--- src/rtl/pcie_rx.sv ---
// pcie_rx: receive end of the DATA/VALID byte link. Demultiplexes tagged bytes
// into four class FIFOs, drives flow-control flags back to the transmitter, and
// offers pop-driven per-channel readout with sticky overflow reporting.
module pcie_rx #(
  parameter int DATA_WIDTH = 8,
  parameter int FIFO_DEPTH = 4,
  parameter int ADDR_WIDTH = 2,
  parameter int AF_THRESH  = 3
) (
  input  logic                      CLK,
  input  logic                      reset,
  input  logic [DATA_WIDTH-1:0]     DATA_IN,
  input  logic                      VALID_IN,
  input  logic [3:0]                POP,
  output logic [4*DATA_WIDTH-1:0]   DATA_OUT,
  output logic [3:0]                EMPTY,
  output logic [3:0]                ALMOST_FULL,
  output logic                      PAUSE,
  output logic                      ERR,
  output logic [7:0]                DROP_CNT,
  output logic [1:0]                STATE
);

  localparam logic [ADDR_WIDTH:0] FullCount = (ADDR_WIDTH+1)'(FIFO_DEPTH);
  localparam logic [ADDR_WIDTH:0] AfCount   = (ADDR_WIDTH+1)'(AF_THRESH);

  typedef enum logic [1:0] {
    StInit   = 2'd0,
    StIdle   = 2'd1,
    StActive = 2'd2,
    StError  = 2'd3
  } state_e;

  state_e                r_state, w_state_nxt;
  logic [DATA_WIDTH-1:0] r_mem  [4][FIFO_DEPTH];
  logic [ADDR_WIDTH-1:0] r_wptr [4];
  logic [ADDR_WIDTH-1:0] r_rptr [4];
  logic [ADDR_WIDTH:0]   r_count[4];
  logic [DATA_WIDTH-1:0] r_dout [4];
  logic                  r_pause;
  logic                  r_err;
  logic [7:0]            r_drop_cnt;

  logic [1:0] w_chan;
  logic       w_run;
  logic [3:0] w_full;
  logic [3:0] w_pop;
  logic [3:0] w_push;
  logic       w_ovf;
  logic       w_drop;
  logic [3:0] w_empty;
  logic [3:0] w_af;

  // Decode push/pop qualifiers and flags from the registered counts.
  always_comb begin
    w_chan = DATA_IN[DATA_WIDTH-1 -: 2];
    w_run  = (r_state == StIdle) || (r_state == StActive);
    w_full  = '0;
    w_pop   = '0;
    w_push  = '0;
    w_empty = '0;
    w_af    = '0;
    for (int i = 0; i < 4; i++) begin
      w_empty[i] = (r_count[i] == '0);
      w_af[i]    = (r_count[i] >= AfCount);
      w_full[i]  = (r_count[i] == FullCount);
      w_pop[i]   = POP[i] && !w_empty[i] && (r_state != StInit);
      // A pop on a full channel frees the slot for a same-cycle push.
      w_push[i]  = w_run && VALID_IN && (w_chan == 2'(i)) && (!w_full[i] || w_pop[i]);
    end
    w_ovf  = w_run && VALID_IN && w_full[w_chan] && !w_pop[w_chan];
    w_drop = VALID_IN && (w_ovf || (r_state == StError));
  end

  // Next-state logic; ERROR is only left through reset.
  always_comb begin
    w_state_nxt = r_state;
    unique case (r_state)
      StInit:   w_state_nxt = StIdle;
      StIdle: begin
        if (w_ovf)         w_state_nxt = StError;
        else if (VALID_IN) w_state_nxt = StActive;
      end
      StActive: begin
        if (w_ovf)                       w_state_nxt = StError;
        else if (&w_empty && !VALID_IN)  w_state_nxt = StIdle;
      end
      StError:  w_state_nxt = StError;
      default:  w_state_nxt = StInit;
    endcase
  end

  // State register and sticky error/drop bookkeeping.
  always_ff @(posedge CLK or posedge reset) begin
    if (reset) begin
      r_state    <= StInit;
      r_pause    <= 1'b0;
      r_err      <= 1'b0;
      r_drop_cnt <= 8'd0;
    end else begin
      r_state <= w_state_nxt;
      r_pause <= |w_af;
      if (w_ovf) r_err <= 1'b1;
      if (w_drop && (r_drop_cnt != 8'hFF)) r_drop_cnt <= r_drop_cnt + 8'd1;
    end
  end

  // Per-channel pointers, occupancy counts and registered read data.
  always_ff @(posedge CLK or posedge reset) begin
    if (reset) begin
      for (int i = 0; i < 4; i++) begin
        r_wptr[i]  <= '0;
        r_rptr[i]  <= '0;
        r_count[i] <= '0;
        r_dout[i]  <= '0;
      end
    end else begin
      for (int i = 0; i < 4; i++) begin
        if (w_push[i]) r_wptr[i] <= r_wptr[i] + ADDR_WIDTH'(1);
        if (w_pop[i]) begin
          r_rptr[i] <= r_rptr[i] + ADDR_WIDTH'(1);
          r_dout[i] <= r_mem[i][r_rptr[i]];
        end
        unique case ({w_push[i], w_pop[i]})
          2'b10:   r_count[i] <= r_count[i] + (ADDR_WIDTH+1)'(1);
          2'b01:   r_count[i] <= r_count[i] - (ADDR_WIDTH+1)'(1);
          default: r_count[i] <= r_count[i];
        endcase
      end
    end
  end

  // Storage array; contents are unreachable after reset since counts clear.
  always_ff @(posedge CLK) begin
    for (int i = 0; i < 4; i++) begin
      if (w_push[i]) r_mem[i][r_wptr[i]] <= DATA_IN;
    end
  end

  // Pack per-channel read data and drive the status outputs.
  always_comb begin
    DATA_OUT = '0;
    for (int i = 0; i < 4; i++) begin
      DATA_OUT[i*DATA_WIDTH +: DATA_WIDTH] = r_dout[i];
    end
    EMPTY       = w_empty;
    ALMOST_FULL = w_af;
    PAUSE       = r_pause;
    ERR         = r_err;
    DROP_CNT    = r_drop_cnt;
    STATE       = r_state;
  end

endmodule

--- config.mk ---
export PLATFORM = sky130hd
export DESIGN_NAME = pcie_rx
export DESIGN_NICKNAME = d
export VERILOG_FILES = /design/src/rtl/pcie_rx.sv
export SDC_FILE = /design/constraint.sdc
export NUM_CORES = 1
export LEC_CHECK = 0
export CORE_ASPECT_RATIO = 0.7
export CORE_MARGIN = 2
export CORE_UTILIZATION = 58
export DETAILED_ROUTE_END_ITERATION = 12
export PLACE_DENSITY_LB_ADDON = 0.3
export REMOVE_ABC_BUFFERS = 1
export SLEW_MARGIN = 20
export SYNTH_ARGS = -nofsm -noshare
export SYNTH_HDL_FRONTEND = slang
export SYNTH_SLANG_ARGS = --single-unit
--- constraint.sdc ---
create_clock -name CLK -period 2.7 [get_ports CLK]
set_input_delay 0.54 -clock CLK [delete_from_list [all_inputs] [get_ports CLK]]
set_output_delay 0.54 -clock CLK [all_outputs]
set_load 0.03 [all_outputs]
==> results.py <==
metrics = {
    "outcome": {
        "status": "finished clean",
    },
    "critical_path": {
        "worstPathMaxFanout": 5,
        "cp_cell_sequence": "nor3_1 -> clkdlybuf4s50_1",
        "cp.required_ns": 2.16,
        "crit_path_end_kind": "primary output",
        "arrival_ns": 2.03,
        "worst_path_max_delay_cell": "clkdlybuf4s50_1",
        "crit_family": "buffers and inverters",
        "crit_type": "flop to primary output",
        "critPathMaxStageDelay_ns": 0.76,
        "cp-start-kind": "flop",
        "critical_path_buf_inv_count": 1,
    },
    "route": {
        "avgViaCountPerCell": 5.69,
        "drcViolationCount": 0,
        "routed_wl_um": 15900,
        "drt_iter0_markers": 246,
        "dr.pass1.iters": 4,
        "antenna_left": 0,
        "dr_total_vias": 4361,
        "routedWlPerCell_um": 20.8,
    },
    "timing": {
        "worstMarginPinSlew_ns": 0.755,
        "fin_crit_ns": 2.57,
        "hold_viol_final": 0,
        "fin_skew_ns": 0.0146,
        "timing.fmax_mhz": 389,
        "report.final.slew_viol_count": 0,
        "setup_slack_ns": 0.127,
        "rsz0062_at_grt": "false",
        "setup_viol": 0,
        "finalHoldWorstSlack_ns": 0.371,
        "post-route-period-util_pct": 95.3,
        "slew-limit-headroom_pct": 49.5,
    },
    "clock_tree": {
        "cts_tree": "done",
        "ctsRootBufferMaster": "clkbuf_16",
        "post_cts_resize_count": 0,
        "htreeDepth": 4,
        "clk_pin_slew_ns": 0.08,
        "clock-sinks": 200,
        "postCtsHoldBufs": 0,
        "cts_made_buffers": 17,
        "postCtsSetupBuffers": 0,
        "clockBufferDepth": 2,
        "insertion_delay_ns": 0.43,
    },
    "global_route": {
        "grt_pass1_wl_um": 25300,
        "grt_pass1_vias": 4467,
        "grtUsageTotal_pct": 22.2,
        "antenna_found_initial": 0,
        "grt_max_degree": 24,
        "gr-total-overflow": 0,
    },
    "logic_synthesis": {
        "syn_area_um2": 8310,
        "ys_top_cells_by_count": "edfxtp_1 (128), dfrtp_1 (72), mux4_2 (32)",
        "synth_top_area_share_pct": 46.3,
        "synth_ff_type": "edfxtp_1",
        "ys_seq_area_share_pct": 67.9,
        "yosysUniqueCellTypes": 44,
        "async_reset_ff_share_pct": 36.0,
        "synth_area_leaders": "edfxtp_1 (46%), dfrtp_1 (22%), mux4_2 (8.7%), mux2_1 (3.9%), ha_1 (3.8%)",
        "synth_edf_count": 128,
        "synth-seq-cells": 200,
        "yosysMostFrequentCell": "edfxtp_1",
        "synth_cells": 469,
        "synth_warnings": 0,
        "syn_avg_cell_area_um2": 17.7,
        "yosysTopAreaCell": "edfxtp_1",
    },
    "place": {
        "placedCellCount": 734,
        "place_hpwl_um": 10700,
        "pre_cts_slack_ns": -0.0686,
        "gp_congestion": 0.817,
        "io_buffers": 66,
    },
    "final_layout": {
        "diodes": 0,
        "syn2layout_area_growth_pct": 19.0,
        "drive_above_1_share_pct": 19.3,
        "fin_nets": 607,
        "fin_util_pct": 70.8,
        "fin_cells": 766,
    },
    "worst_hold_path": {
        "min_path_type": "input port to async pin",
    },
    "pwr": {
        "cellPowerDensity_nw_per_um2": 1010,
        "vdd_ir_drop_max_v": 0.000556,
        "leakagePower_nw": 3.72,
        "seqPwrFrac_pct": 43.7,
        "pwr-share-clk_pct": 24.8,
        "power_frac_comb_pct": 31.5,
        "total_power_mw": 9.96,
        "p_int_mw": 6.60,
        "p_sw_mw": 3.36,
        "netSwitchingFraction_pct": 33.7,
    },
    "floorplanning": {
        "pin_count": 67,
        "std_cell_rows": 36,
        "fp.coreArea_um2": 14000,
        "initial_core_util_pct": 59.5,
        "dieArea_um2": 15300,
        "die_h_um": 104,
        "fp.dieW_um": 147,
    },
    "run": {
        "drv_cap": 0,
    },
}
[area by class of cell]
type                    instances  area [µm²]
repair buffers                 90         853
flip-flops and latches        200        5650
inverters                      29         109
clock buffers                  21         472
clock inverters                11         104
multi-input cells             225        2470
fillers                       870        4070
well taps                     190         238
[registers in the layout, summed over array words and instances (netlist names)]
name / cells
r_mem: 128
DATA_OUT: 32
r_count: 12
DROP_CNT: 8
r_rptr: 8
r_wptr: 8
STATE: 2
ERR: 1
PAUSE: 1
[cells in the final DEF (no fill, tap or decap), drive strengths merged, types with 7 or more instances in the layout]
master,instances
edfxtp,128
dfrtp,72
clkdlybuf4s50,66
inv,37
mux2,36
mux4,32
ha,25
buf,24
clkbuf,21
xnor2,16
and2,16
xor2,12
nor2,12
nand2,11
o31ai,7
[path summary, 6_finish.rpt]
kind | to | startpoint | slack (ns) | depth (start not counted)
max | EMPTY[1] | r_count[6] | 0.13 | 2
min | DROP_CNT[4] | reset | 0.37 | 2
max reg2reg | r_count[2] | STATE[0] | 0.17 | 10
min reg2reg | ERR | ERR | 0.48 | 1
max in group asynchronous | r_wptr[2] | reset | 1.71 | 3
min in group CLK | ERR | ERR | 0.48 | 1
[layer usage]
| layer | GRT usage [%] | up-vias | wire [µm] |
|---|---|---|---|
| met4 | 5.01 | 0 | 95 |
| met2 | 34.8 | 119 | 7790 |
| met1 | 32.7 | 2278 | 7330 |
| met3 | 4.78 | 12 | 692 |
| li1 | - | 1952 | - |
| met5 | 0 | - | 0 |
[through the flow]
stage / cell area [µm²] / setup TNS, ns
2_1_floorplan: 8230 / -0.301
3_3_place_gp: 9320 / 0
3_5_place_dp: 9320 / -0.110
4_1_cts: 9890 / 0
5_1_grt: 9890 / 0
6_report: 9890 / 0
[cells by family after synthesis]
| kind of cell | count (synthesis) | synth area share, % |
|---|---|---|
| DFF | 200 | 67.9 |
| muxes | 72 | 14.2 |
| and+or+nand+nor | 68 | 4.58 |
| buffers and inverters | 44 | 2.33 |
| adders and majority gates | 29 | 4.73 |
| AOI/OAI and AO/OA | 28 | 3.31 |
| xor gates and xnor gates | 28 | 2.95 |
[power groups by stage]
stage               Combinational [mW]  Clock [mW]  Sequential (mW)
floorplan                         1.43           0             4.86
global placement                  3.06           0             4.39
CTS                               3.17        2.49             4.37
finish                            3.14        2.47             4.35
detailed placement                3.15           0             4.40
global route                      3.35        2.61             4.45
No activity file was read; power rests on OpenSTA's default activity.
